**src/rtl/mod3_job_scheduler_pkg.sv**
```systemverilog
// Shared types and helpers for the mod-3 job scheduler: FSM state encoding,
// default operand width and requester-id width.
package mod3_sched_pkg;

  typedef enum logic [1:0] {
    IDLE  = 2'd0,
    CLEAR = 2'd1,
    RUN   = 2'd2,
    RESP  = 2'd3
  } state_t;

  localparam int DEFAULT_DATA_W = 64;

  function automatic int id_w(input int n);
    return (n > 1) ? $clog2(n) : 1;
  endfunction

endpackage

```
**src/rtl/mod3_job_scheduler_if.sv**
```systemverilog
// Bundle of requester-side and unit-side signals of the mod-3 job scheduler.
// slave = scheduler side, master = requesters plus the external unit.
interface mod3_job_scheduler_if
  import mod3_sched_pkg::*;
#(
  parameter int N      = 4,
  parameter int DATA_W = DEFAULT_DATA_W
) ();
  localparam int ID_W = id_w(N);

  logic [N-1:0]        req;
  logic [N*DATA_W-1:0] req_x;
  logic [N-1:0]        gnt;
  logic                busy;
  logic                rsp_valid;
  logic [ID_W-1:0]     rsp_id;
  logic [1:0]          rsp_s;
  logic                rsp_err;
  logic [DATA_W-1:0]   u_x;
  logic                u_e;
  logic                u_f;
  logic [1:0]          u_s;

  modport slave (
    input  req, req_x, u_f, u_s,
    output gnt, busy, rsp_valid, rsp_id, rsp_s, rsp_err, u_x, u_e
  );

  modport master (
    output req, req_x, u_f, u_s,
    input  gnt, busy, rsp_valid, rsp_id, rsp_s, rsp_err, u_x, u_e
  );
endinterface

```
**src/rtl/mod3_job_scheduler_rr_arbiter.sv**
```systemverilog
// Combinational round-robin picker: first set request at or after ptr,
// searching upward and wrapping.
module rr_arbiter
  import mod3_sched_pkg::*;
#(
  parameter int N    = 4,
  parameter int ID_W = id_w(N)
) (
  input  logic [N-1:0]    req,
  input  logic [ID_W-1:0] ptr,
  output logic [N-1:0]    onehot,
  output logic [ID_W-1:0] idx,
  output logic            any
);
  localparam logic [ID_W:0] N_V = (ID_W + 1)'(N);

  logic [2*N-1:0]  dbl;
  logic [N-1:0]    rot;
  logic [ID_W-1:0] off;
  logic [ID_W:0]   sum;
  logic [ID_W:0]   wrapped;

  // Rotate so that bit 0 is the requester at ptr; the lowest set bit is the winner.
  assign dbl = {req, req} >> ptr;
  assign rot = dbl[N-1:0];

  always_comb begin
    off = '0;
    for (int j = N - 1; j >= 0; j--) begin
      if (rot[j]) off = ID_W'(j);
    end
  end

  assign sum     = {1'b0, ptr} + {1'b0, off};
  assign wrapped = (sum >= N_V) ? (sum - N_V) : sum;
  assign idx     = wrapped[ID_W-1:0];
  assign any     = |req;
  assign onehot  = any ? (N'(1) << idx) : '0;
endmodule

```
**src/rtl/mod3_job_scheduler.sv**
```systemverilog
// Shares one external serial mod-3 unit among N requesters: round-robin accept,
// clear the unit, run it until done or timeout, then report a tagged remainder.
module mod3_job_scheduler
  import mod3_sched_pkg::*;
#(
  parameter int N              = 4,
  parameter int DATA_W         = DEFAULT_DATA_W,
  parameter int CLEAR_CYCLES   = 2,
  parameter int TIMEOUT_CYCLES = 256
) (
  input logic                 clk,
  input logic                 rst,
  mod3_job_scheduler_if.slave bus
);
  localparam int ID_W    = id_w(N);
  localparam int CNT_MAX = (TIMEOUT_CYCLES > CLEAR_CYCLES) ? TIMEOUT_CYCLES : CLEAR_CYCLES;
  localparam int CNT_W   = $clog2(CNT_MAX) + 1;

  localparam logic [CNT_W-1:0] CLEAR_LAST = CNT_W'(CLEAR_CYCLES - 1);
  localparam logic [CNT_W-1:0] TO_LAST    = CNT_W'(TIMEOUT_CYCLES - 1);
  localparam logic [ID_W-1:0]  ID_LAST    = ID_W'(N - 1);

  state_t            state;
  logic [CNT_W-1:0]  cnt;
  logic [ID_W-1:0]   cur_id;
  logic [ID_W-1:0]   rr_ptr;

  logic [N-1:0]      gnt_r;
  logic              busy_r;
  logic              rsp_valid_r;
  logic [ID_W-1:0]   rsp_id_r;
  logic [1:0]        rsp_s_r;
  logic              rsp_err_r;
  logic [DATA_W-1:0] u_x_r;
  logic              u_e_r;

  logic [N-1:0]      win_onehot;
  logic [ID_W-1:0]   win_idx;
  logic              win_any;

  rr_arbiter #(
    .N    (N),
    .ID_W (ID_W)
  ) u_arb (
    .req    (bus.req),
    .ptr    (rr_ptr),
    .onehot (win_onehot),
    .idx    (win_idx),
    .any    (win_any)
  );

  always_ff @(posedge clk) begin
    if (rst) begin
      state       <= IDLE;
      cnt         <= '0;
      cur_id      <= '0;
      rr_ptr      <= '0;
      gnt_r       <= '0;
      busy_r      <= 1'b0;
      rsp_valid_r <= 1'b0;
      rsp_id_r    <= '0;
      rsp_s_r     <= 2'd0;
      rsp_err_r   <= 1'b0;
      u_x_r       <= '0;
      u_e_r       <= 1'b0;
    end else begin
      gnt_r       <= '0;
      rsp_valid_r <= 1'b0;
      case (state)
        IDLE: begin
          if (win_any) begin
            gnt_r  <= win_onehot;
            u_x_r  <= bus.req_x[win_idx*DATA_W +: DATA_W];
            cur_id <= win_idx;
            busy_r <= 1'b1;
            cnt    <= '0;
            state  <= CLEAR;
          end
        end
        CLEAR: begin
          if (cnt == CLEAR_LAST) begin
            cnt   <= '0;
            u_e_r <= 1'b1;
            state <= RUN;
          end else begin
            cnt <= cnt + 1'b1;
          end
        end
        RUN: begin
          // Done takes priority over a timeout landing on the same edge.
          if (bus.u_f || (cnt == TO_LAST)) begin
            rsp_s_r     <= bus.u_f ? bus.u_s : 2'd0;
            rsp_err_r   <= ~bus.u_f;
            rsp_valid_r <= 1'b1;
            rsp_id_r    <= cur_id;
            u_e_r       <= 1'b0;
            cnt         <= '0;
            state       <= RESP;
          end else begin
            cnt <= cnt + 1'b1;
          end
        end
        RESP: begin
          rr_ptr <= (cur_id == ID_LAST) ? '0 : cur_id + 1'b1;
          busy_r <= 1'b0;
          state  <= IDLE;
        end
        default: state <= IDLE;
      endcase
    end
  end

  assign bus.gnt       = gnt_r;
  assign bus.busy      = busy_r;
  assign bus.rsp_valid = rsp_valid_r;
  assign bus.rsp_id    = rsp_id_r;
  assign bus.rsp_s     = rsp_s_r;
  assign bus.rsp_err   = rsp_err_r;
  assign bus.u_x       = u_x_r;
  assign bus.u_e       = u_e_r;
endmodule
```
**src/flat_wrapper.sv**
```systemverilog
// flat-port wrapper written by rule: the top's interface ports become plain ports
module mod3_job_scheduler_flat import mod3_sched_pkg::*;
#(
  parameter int N              = 4,
  parameter int DATA_W         = DEFAULT_DATA_W,
  parameter int CLEAR_CYCLES   = 2,
  parameter int TIMEOUT_CYCLES = 256
)
  (clk, rst, bus_req, bus_req_x, bus_u_f, bus_u_s, bus_gnt, bus_busy, bus_rsp_valid, bus_rsp_id, bus_rsp_s, bus_rsp_err, bus_u_x, bus_u_e);
  mod3_job_scheduler_if #(.N(N), .DATA_W(DATA_W)) bus_i ();
  input logic clk;
  input logic rst;
  input wire logic [$bits(bus_i.req)-1:0] bus_req;
  input wire logic [$bits(bus_i.req_x)-1:0] bus_req_x;
  input wire logic [$bits(bus_i.u_f)-1:0] bus_u_f;
  input wire logic [$bits(bus_i.u_s)-1:0] bus_u_s;
  output wire logic [$bits(bus_i.gnt)-1:0] bus_gnt;
  output wire logic [$bits(bus_i.busy)-1:0] bus_busy;
  output wire logic [$bits(bus_i.rsp_valid)-1:0] bus_rsp_valid;
  output wire logic [$bits(bus_i.rsp_id)-1:0] bus_rsp_id;
  output wire logic [$bits(bus_i.rsp_s)-1:0] bus_rsp_s;
  output wire logic [$bits(bus_i.rsp_err)-1:0] bus_rsp_err;
  output wire logic [$bits(bus_i.u_x)-1:0] bus_u_x;
  output wire logic [$bits(bus_i.u_e)-1:0] bus_u_e;
  assign bus_i.req = bus_req;
  assign bus_i.req_x = bus_req_x;
  assign bus_i.u_f = bus_u_f;
  assign bus_i.u_s = bus_u_s;
  assign bus_gnt = bus_i.gnt;
  assign bus_busy = bus_i.busy;
  assign bus_rsp_valid = bus_i.rsp_valid;
  assign bus_rsp_id = bus_i.rsp_id;
  assign bus_rsp_s = bus_i.rsp_s;
  assign bus_rsp_err = bus_i.rsp_err;
  assign bus_u_x = bus_i.u_x;
  assign bus_u_e = bus_i.u_e;
  mod3_job_scheduler #(.N(N), .DATA_W(DATA_W), .CLEAR_CYCLES(CLEAR_CYCLES), .TIMEOUT_CYCLES(TIMEOUT_CYCLES)) u_core (.clk(clk), .rst(rst), .bus(bus_i));
endmodule
```
**config.mk**
```make
export PLATFORM = sky130hd
export DESIGN_NAME = mod3_job_scheduler_flat
export DESIGN_NICKNAME = d
export VERILOG_FILES = /design/src/rtl/mod3_job_scheduler_pkg.sv /design/src/rtl/mod3_job_scheduler_if.sv /design/src/rtl/mod3_job_scheduler_rr_arbiter.sv /design/src/rtl/mod3_job_scheduler.sv /design/src/flat_wrapper.sv
export SDC_FILE = /design/constraint.sdc
export NUM_CORES = 1
export LEC_CHECK = 0
export ABC_AREA = 1
export CAP_MARGIN = 20
export CORE_ASPECT_RATIO = 1.5
export CORE_MARGIN = 3
export CORE_UTILIZATION = 34
export CTS_CLUSTER_DIAMETER = 40
export DETAILED_ROUTE_END_ITERATION = 6
export HOLD_SLACK_MARGIN = 0.1
export PLACE_DENSITY = 0.74
export SLEW_MARGIN = 20
export SYNTH_ARGS = -nofsm -noshare
export SYNTH_HDL_FRONTEND = slang
export SYNTH_SLANG_ARGS = --single-unit
```
**constraint.sdc**
```tcl
create_clock -name clk -period 2.25 [get_ports clk]
set_clock_uncertainty 0.1 [all_clocks]
set_input_delay 0.5625 -clock clk [delete_from_list [all_inputs] [get_ports clk]]
set_output_delay 0.5625 -clock clk [all_outputs]
set_load 0.005 [all_outputs]
```
======== Yosys cells after proc, flatten, opt, wreduce, memory -nomap -nowiden ========
Cells that the tools add are included.
storage, ports and cells
  bits in registers ....................... 91
  input port bits ......................... 265
  output and inout port bits .............. 76
  word-level logic and storage cells ...... 68
cells by class
  $add $sub $neg .......................... 4
  magnitude comparators ................... 1
  eq/ne operators ......................... 9
  shift-type cells ........................ 3
  muxes and demuxes ....................... 21
  bitwise logic cells ..................... 4
  reductions and logical operators ........ 14
operator list
  cell                                                                      count
  256-bit by 9-bit variable part select with 64-bit output                  1
  9-bit 2-to-1 mux                                                          3
  9-bit case mux with 3 select lines                                        1
  2-bit 2-to-1 mux                                                          10
  9-bit by 1-bit adder with 9-bit output (second input constant)            1
  9-bit by 1-bit == test with 1-bit output (second input constant)          1
  9-bit by 8-bit == test with 1-bit output (second input constant)          1
  2-bit case mux with 4 select lines                                        1
  2-bit AND reduction                                                       4
  8-bit by 2-bit right shift with 4-bit output                              1
  2-bit == test (second input constant)                                     3
  3-bit AND reduction                                                       2
  1-bit 2-to-1 mux                                                          4
  2-bit by 1-bit inequality test with 1-bit output (second input constant)  2
  1-bit inverter                                                            4
  1-bit case mux with 2 select lines                                        2
  2-bit nonzero test                                                        2
  4-bit OR reduction                                                        1
  1-bit by 2-bit left shift with 4-bit output (first input constant)        1
  2-bit by 2-bit adder with 3-bit output                                    1
  3-bit >= comparator (second input constant)                               1
  3-bit nonzero test                                                        1
  3-bit OR reduction                                                        1
  2-bit by 1-bit adder with 2-bit output (second input constant)            1
  6 further kinds                                                           6

======== Logic depth before layout (Yosys ltp) ========
Gate-level depths: netlist (run 1).
  depth in word-level cells ............... 9
  mapped depth ............................ 16
  depth with buffers taken out ............ 14

======== Modules after synthesis ========
From an unflattened synthesis (run 1), not the netlist that was laid out.
second synthesis, totals
  cells, all modules ...................... 906
  area, all modules ....................... 5582.9 um^2
by module, submodules not included
  module              times used  cells an instance  area each (um^2)  seq. area each (um^2)
  mod3_job_scheduler  1           862                5361.4            1821.7
  rr_arbiter          1           44                 221.5             0.0

======== Worst setup path before layout (run 1) ========
No wires, ideal clock.
  path type ............................... in2reg
  start ................................... input port bus_req[1]
  end ..................................... register u_core.u_x_r[49] (netlist: u_core.bus.u_x[49])
  library setup time ...................... 0.114 ns
  data arrival time ....................... 2.185 ns
  slack ................................... -0.149 ns
  cell stages on the path ................. 12
  buffers on the path ..................... 2
  cells stage by stage .................... nand2_1 -> nand3_1 -> nand2_1 -> nand3_1 -> a21boi_0 -> ha_1 -> buf_2 -> clkbuf_1 -> mux2i_1 -> nand3_1 -> nand3_1 -> nand2_1
between the ends
  cells in the longest elaborated chain, start to end .. 9
  elaborated cells between the ends (all ways) .. 12
  those cells by class .................... add/sub (2); order compare (1); shift (2); mux (5); reduce/logical (2)
RTL lines
  item                                                                                line                                 RTL
  start: declaration                                                                  flat_wrapper.sv:13                   input wire logic [$bits(bus_i.req)-1:0] bus_req;
  8-bit by 2-bit right shift with 4-bit output *                                      mod3_job_scheduler_rr_arbiter.sv:24  assign dbl = {req, req} >> ptr;
  2-bit 2-to-1 mux (3 in a row)                                                       mod3_job_scheduler_rr_arbiter.sv:30  if (rot[j]) off = ID_W'(j);
  2-bit 2-to-1 mux *                                                                  mod3_job_scheduler_rr_arbiter.sv:30
  2-bit by 2-bit adder with 3-bit output *                                            mod3_job_scheduler_rr_arbiter.sv:34  assign sum = {1'b0, ptr} + {1'b0, off};
  3-bit >= comparator or 2-bit by 1-bit subtractor with 2-bit output (tied branches)  mod3_job_scheduler_rr_arbiter.sv:35  assign wrapped = (sum >= N_V) ? (sum - N_V) : sum;
  2-bit 2-to-1 mux *                                                                  mod3_job_scheduler_rr_arbiter.sv:35
  via u_core.u_arb.idx[0]                                                             mod3_job_scheduler_rr_arbiter.sv:12  output logic [ID_W-1:0] idx,
  256-bit by 9-bit variable part select with 64-bit output *                          mod3_job_scheduler.sv:73             u_x_r <= bus.req_x[win_idx*DATA_W +: DATA_W];
  end signal: assignment                                                              mod3_job_scheduler.sv:73
  end: declaration                                                                    mod3_job_scheduler.sv:34             logic [DATA_W-1:0] u_x_r;
Mark *: on every way through the listed nets, which the timed path passes. The rest lies on a longest branch.
A chain may end at the register's enable or synchronous reset.

======== Worst setup path in the final report (run 1) ========
  start ................................... input port bus_req[3]
  end ..................................... register u_core.u_x_r[55] (netlist: u_core.bus.u_x[55])
between the ends
  cells in the longest elaborated chain, start to end .. 9
  elaborated cells between the ends (all ways) .. 12
  those cells by class .................... add/sub (2); order compare (1); shift (2); mux (5); reduce/logical (2)
RTL lines
  item                                                                                line
  8-bit by 2-bit right shift with 4-bit output                                        mod3_job_scheduler_rr_arbiter.sv:24
  2-bit 2-to-1 mux (4 in a row)                                                       mod3_job_scheduler_rr_arbiter.sv:30
  2-bit by 2-bit adder with 3-bit output                                              mod3_job_scheduler_rr_arbiter.sv:34
  3-bit >= comparator or 2-bit by 1-bit subtractor with 2-bit output (tied branches)  mod3_job_scheduler_rr_arbiter.sv:35
  2-bit 2-to-1 mux                                                                    mod3_job_scheduler_rr_arbiter.sv:35
  256-bit by 9-bit variable part select with 64-bit output                            mod3_job_scheduler.sv:73
Several ways; a longest one is shown, not always the timed one.

==> summary.md, run 1 <==
| Metric | Value |
|---|---|
| Syn_nets | 1176 |
| Worst skew pair latency | 340 ps |
| Util after Layout | 62.9% |
| Post-synth cell types | 24 |
| Power per Cell Area | 1040 nW/um^2 |
| Max-slew headroom | 74.2% |
| Share of cells above drive strength 1 | 9.61% |
| Starting density of the core | 34.7% |
| Max Cap Viol | 0 |
| Final HPWL DP | 17100 um |
| Final Cell Area | 10200 um^2 |
| Synth top cells by count | nand2_1 (415), nand3_1 (144), dfxtp_1 (91), nand4_1 (45), mux2i_1 (40) |
| Hold Path Origin | u_core.bus.u_x[60] |
| Die area | 18200 um^2 |
| CTS buffer count | 9 |
| Final ANT Viol Nets | 0 |
| Crit Path Category | input pin to flip-flop |
| Number of flops mapped to enable cells by yosys | 0 |
| CP required | 2380 ps |
| Sequential standard cell area | 1830 um^2 |
| Setup crit end kind | flip-flop |
| Largest cells by area after synthesis | dfxtp_1 (32%), nand2_1 (28%), nand3_1 (13%), mux2i_1 (7.1%), nand4_1 (5.0%) |
| Asr flop ratio synth | 0% |
| Clock transition at path regs | 60 ps |
| Post-Synthesis Cells | 900 |
| Critical path arrival | 2450 ps |
| Mean Syn Cell Area | 6.27 um^2 |
| Seq/Total Area, Yosys | 32.3% |
| Detailed-route wire length per cell | 16.2 um |
| Initial antenna violation count | 1 |
| Layout overhead on the synthesized area | 81.2% |
| Layout Cells excl Fill | 1456 |
| Final cycle utilization of the critical path | 103% |
| CTS max path bufs | 2 |
| Final Max Tran Viols | 0 |
| Vias per cell | 4.93 |
| H-tree levels | 3 |
| RSZ-0062 raised after global routing | yes |
| Max VDD drop | 0.000616 V |
| Core area | 16300 um^2 |
| Placed Cells | 1422 |
| Die Span X | 111 um |
| Vias in the first global route | 6606 |
| Largest net degree at the start of global routing | 51 |
| DR vias | 7185 |
| First-pass GRT wire length | 34400 um |
| Leak pwr | 0.00456 uW |
| Pre-CTS setup slack | -733 ps |
| Footprint of the multi-input gates | 3570 um^2 |
| Drt drc | 0 |
| # setup viols final | 18 |
| Num ports | 341 |
| Final-stage net count | 1520 |
| Hold crit path type | flip-flop to flip-flop |
| Clock root buffer | clkbuf_16 |
| Final Hold Vio Count | 0 |
| Initial DRC Count | 468 |
| Minimum clock period | 2320 ps |
| Slew at the pin closest to its max-slew limit | 383 ps |
| Worst setup path start | bus_req[3] |
| DP Area | 9520 um^2 |
| DR pass1 iterations | 5 |
| Chip height | 164 um |
| Most frequent cell after synthesis | nand2_1 |
| Primary FF master, synth | dfxtp_1 |
| Synth warn | 0 |
| Clk sink count | 91 |
| Filler cells | 1509 |
| Seq cells post-synth | 91 |
| Post-synth top area share | 32.3% |
| Outcome | finished with violations |
| Tot GR Track Use | 23.4% |
| Violated checks | setup timing |
| Crit-path max FO | 5 |
| TritonCTS clock tree | built |
| Startpoint Class | input pin |
| Max Clk Rate | 0.431 GHz |
| Final WS setup | -69.3 ps |
| Yosys top cell by area | dfxtp_1 |
| Total gr overflow | 0 |
| Reg-to-reg startpoint | u_core.rr_ptr[0] |
| Num rows | 57 |
| Port Buf Inserts | 340 |
| Synthesized area | 5640 um^2 |
| Detailed Route WL | 23500 um |
| GP Congestion | 0.843 |
-- final timing paths --
path | endpoint | slack [ps] | cells after the start
worst max-delay path | u_core.bus.u_x[55] | -70 | 15
worst min register to register | u_core.bus.u_x[60] | 350 | 2
worst min-delay path | u_core.bus.u_x[60] | 350 | 2
worst max register to register | u_core.bus.u_x[55] | -40 | 15
-- through the flow --
step	hold WS (ps)	power, uW	TNS [ps]
finish	353	10600	-629
global route	379	11300	-5350
CTS	354	10500	0
detailed placement	339	8710	-46810
global placement	336	8670	-42850
floorplan	342	5590	-1870
-- worst max-delay path: stages --
cell and delay (ps):
clkdlybuf4s15_2 220, nand2_2 100, nand3_1 90, nand2_1 120, a21boi_2 250, ha_4 170, xor2_2 170, inv_2 70
nand3_4 90, buf_8 130, buf_12 130, clkbuf_16 150, nand3_1 70, nand3_1 90, nand2_1 50
-- repair_timing --
action | 4_1_cts | 5_1_grt
setup buffers | 12 | 0
pin swaps | 5 | 11
cloned | 4 | 3
hold buffers | 0 | 0
setup endpoints to repair | 70 | 72
hold endpoints to repair | 0 | 0
gates resized for setup | 40 | 29
-- sequential cells by signal, summed over array words and instances, names as in the netlist, 2 cells and up --
| register | flops |
|---|---|
| u_core.rr_ptr | 2 |
| u_core.cnt | 9 |
| u_core.cur_id | 2 |
| u_core.bus.gnt | 4 |
| u_core.state | 2 |
| u_core.bus.rsp_s | 2 |
| u_core.bus.rsp_id | 2 |
| u_core.bus.u_x | 64 |
-- area by class of cell --
cell class | instances | area share (%)
repair buffers | 399 | 41.0
multi-input cells | 720 | 35.0
flip-flops and latches | 91 | 17.9
well taps | 206 | 2.52
clock buffers | 10 | 2.24
inverters | 23 | 0.893
clock inverters | 6 | 0.477
diodes | 1 | 0.0245
-- power by group --
part,total (uW),leakage [uW],switching (uW),internal (uW)
clock,1450,0.000137,688,762
combinational,6560,0.00368,3270,3300
sequential,2600,0.000749,344,2250
total,10600,0.00456,4300,6310
-- logic make-up (layout without fill, tap and decap cells) --
group | count (synthesis) | in the layout | share of synthesized area, %
simple gates | 642 | 642 | 48.3
flops | 91 | 91 | 32.3
buf+inv | 89 | 438 | 7.07
mux | 40 | 40 | 7.10
compound gates | 23 | 23 | 2.17
fa+ha+maj | 11 | 11 | 2.44
xor+xnor | 4 | 4 | 0.621
other cells | 0 | 1 | 0
-- routing by layer --
| metal | up-vias | routed length, um | global-route usage, % |
|---|---|---|---|
| met1 | 3239 | 9350 | 27.4 |
| met3 | 39 | 1440 | 4.90 |
| li1 | 3635 | - | - |
| met4 | 2 | 600 | 7.91 |
| met5 | - | 20 | 0 |
| met2 | 270 | 12100 | 42.5 |
-- layout by cell type, fill, tap and decap left out, types with 2 or more instances in the layout --
master and count:
buf_12 18, nand3_2 11, mux2i_1 40, dfxtp_1 89, inv_6 3, o21ai_0 10
nand4_1 45, dfxtp_4 2, ha_1 10, buf_4 32, clkdlybuf4s50_1 336, clkbuf_16 12
buf_2 2, nand2_4 4, a21oi_1 11, nor2_4 2, inv_1 17, nand3_1 133
nand2_1 403, or2_2 3, nor2_1 26, inv_2 4, nand2_2 10, buf_16 3
xor2_1 3, clkdlybuf4s15_2 2, buf_6 2, nor3_1 3, clkinv_4 3
(Power assumes the default switching activity.)
==> run 2, diff against run 1 <==
--- a/config.mk
+++ b/config.mk
@@ -7,13 +7,15 @@
 export LEC_CHECK = 0
 export ABC_AREA = 1
 export CAP_MARGIN = 20
+export CELL_PAD_IN_SITES_DETAIL_PLACEMENT = 0
+export CELL_PAD_IN_SITES_GLOBAL_PLACEMENT = 2
 export CORE_ASPECT_RATIO = 1.5
 export CORE_MARGIN = 3
-export CORE_UTILIZATION = 34
+export CORE_UTILIZATION = 16
 export CTS_CLUSTER_DIAMETER = 40
 export DETAILED_ROUTE_END_ITERATION = 6
 export HOLD_SLACK_MARGIN = 0.1
-export PLACE_DENSITY = 0.74
+export PLACE_DENSITY = 0.73
 export SLEW_MARGIN = 20
 export SYNTH_ARGS = -nofsm -noshare
 export SYNTH_HDL_FRONTEND = slang
==> summary.md, run 2 (synthesis gave the netlist of run 1 again) <==
| Metric | Value |
|---|---|
| Initial DRC Count | 266 |
| Layout overhead on the synthesized area | 92.5% |
| Largest net degree at the start of global routing | 47 |
| Clock root buffer | clkbuf_16 |
| First-pass GRT wire length | 42500 um |
| Hold crit path type | flip-flop to flip-flop |
| Final cycle utilization of the critical path | 97.2% |
| Detailed Route WL | 28900 um |
| Chip height | 236 um |
| Startpoint Class | flip-flop |
| Layout Cells excl Fill | 1735 |
| Reg-to-reg startpoint | u_core.rr_ptr[0] |
| Starting density of the core | 16.4% |
| Combinational share of power | 63.7% |
| Minimum clock period | 2190 ps |
| Drt drc | 0 |
| RSZ-0062 raised after global routing | yes |
| Util after Layout | 31.5% |
| Met3 GRT Util | 3.11% |
| Crit-path max FO | 6 |
| Slew at the pin closest to its max-slew limit | 270 ps |
| Crit path cell chain | inv_4 -> buf_6 -> nand2_4 -> nand3_2 -> nand3_2 -> a21boi_2 -> ha_4 -> buf_12 -> buf_4 -> mux2i_1 -> nand3_1 -> nand3_1 -> nand2_1 |
| Setup crit end kind | flip-flop |
| Max Cap Viol | 0 |
| CTS max path bufs | 2 |
| Tot GR Track Use | 14.5% |
| Depth of the most critical reg-to-reg path | 13 |
| Sequential power share | 22.5% |
| Slowest cell on crit path | dfxtp_4 |
| Clk sink count | 91 |
| Detailed-route wire length per cell | 16.6 um |
| Crit Path Category | flip-flop to flip-flop |
| Hold Crit Depth | 2 |
| DR vias | 7089 |
| Power per Cell Area | 1060 nW/um^2 |
| Final Hold Vio Count | 0 |
| WHS | 351 ps |
| Placed Cells | 1701 |
| Num rows | 83 |
| Clock share of power | 13.8% |
| Leak pwr | 0.00466 uW |
| Max VDD drop | 0.000438 V |
| Final Max Tran Viols | 0 |
| Vias in the first global route | 7261 |
| Final-stage net count | 1533 |
| Switching power total | 4700 uW |
| DR pass1 iterations | 4 |
| RR Endpoint | u_core.bus.u_x[54] |
| Share of cells above drive strength 1 | 10.6% |
| Num ports | 341 |
| Initial antenna violation count | 6 |
| Max-slew headroom | 81.5% |
| Clock transition at path regs | 70 ps |
| Gr busiest metal | met2 |
| Die area | 37600 um^2 |
| Core area | 34500 um^2 |
| Outcome | finished, final reports clean |
| Final HPWL DP | 22100 um |
| Met1 usage | 16.0% |
| # setup viols final | 0 |
| GP Congestion | 0.786 |
| CP max stage delay | 370 ps |
| Hold Crit Endpoint | u_core.bus.u_x[61] |
| Most frequent cells in the layout | nand2_1 (405), clkdlybuf4s50_1 (336), nand3_1 (138) |
| Total gr overflow | 0 |
| GR Util met2 | 27.3% |
| Sw Ratio | 40.7% |
| Most common cell after layout, fill and taps aside | nand2_1 |
| Pre-CTS setup slack | -826 ps |
| H-tree levels | 3 |
| Hold Path Origin | u_core.bus.u_x[61] |
| Worst reg-to-reg setup slack | 60 ps |
| Final ANT Viol Nets | 0 |
| Critical path arrival | 2330 ps |
| Die Span X | 159 um |
| Max reg flops | 64 |
| CTS buffer count | 9 |
| CP required | 2390 ps |
| Max Clk Rate | 0.457 GHz |
| Worst skew pair latency | 350 ps |
| Setup_tns | 0 ps |
| Port Buf Inserts | 340 |
| Final WS setup | 62.8 ps |
| Vias per cell | 4.09 |
| TritonCTS clock tree | built |
| Cell Int Power | 6850 uW |
[run 2: routing by layer]
layer  vias up  routed length [um]
met5         -                   0
met4         0                 460
met3        19                1280
met2       197               15900
met1      3206               11200
li1       3667                   -
[run 2: final cells by class]
type,count,area (um^2)
Multi-Input combinational cell,720,3640
Inverter,23,104
Antenna cell,6,15.0
Fill cell,3778,23600
Sequential cell,91,1830
Clock buffer,9,225
Tap cell,467,584
Clock inverter,7,77.6
Timing Repair Buffer,412,4390
[run 2: what timing repair did]
item                       CTS  global route
buffers inserted             5             1
hold buffers                 0             0
gates resized for setup     27            58
cloned                       1             5
setup endpoints to repair   70            79
pin swaps                   10            19
[run 2: critical path, delay by kind of cell, from the launching register on]
kind,cells,cell delay [ps]
and+or+nand+nor,6,440
AOI/OAI and AO/OA,1,170
buffers and inverters,4,490
adders and majority gates,1,250
muxes,1,250
DFF,1,370
[run 2: how the worst max path moves through the flow]
stage	startpoint	endpoint	slack (ps)	cells past startpoint
finish	u_core.rr_ptr[0]	u_core.bus.u_x[54]	60	13
global route	u_core.rr_ptr[0]	u_core.bus.u_x[41]	-30	14
CTS	bus_req[2]	u_core.bus.u_x[62]	-20	14
detailed placement	bus_req[1]	u_core.bus.u_x[44]	-830	14
global placement	bus_req[1]	u_core.bus.u_x[41]	-830	14
floorplan	bus_req[1]	u_core.bus.u_x[40]	-60	13
[run 2: power groups by stage]
stage	registers [uW]	clock network, uW	logic, uW
after floorplan	2650	0	2940
after global routing	2700	1720	8040
after global placement	2620	0	6610
after detailed placement	2630	0	6590
final	2600	1590	7350
after CTS	2610	1680	6960
[run 2: metrics by stage]
step / area [um^2] / power, uW
CTS: 10500 / 11300
global route: 10900 / 12500
detailed placement: 10000 / 9210
global placement: 10000 / 9240
floorplan: 5650 / 5590
finish: 10900 / 11600
==> run 3, diff against run 2 <==
--- a/config.mk
+++ b/config.mk
@@ -12,7 +12,6 @@
 export CORE_ASPECT_RATIO = 1.5
 export CORE_MARGIN = 3
 export CORE_UTILIZATION = 16
-export CTS_CLUSTER_DIAMETER = 40
 export DETAILED_ROUTE_END_ITERATION = 6
 export HOLD_SLACK_MARGIN = 0.1
 export PLACE_DENSITY = 0.73
==> results of run 3 <==
Same layout as run 2: the final DEF is identical, and so are final timing and power.
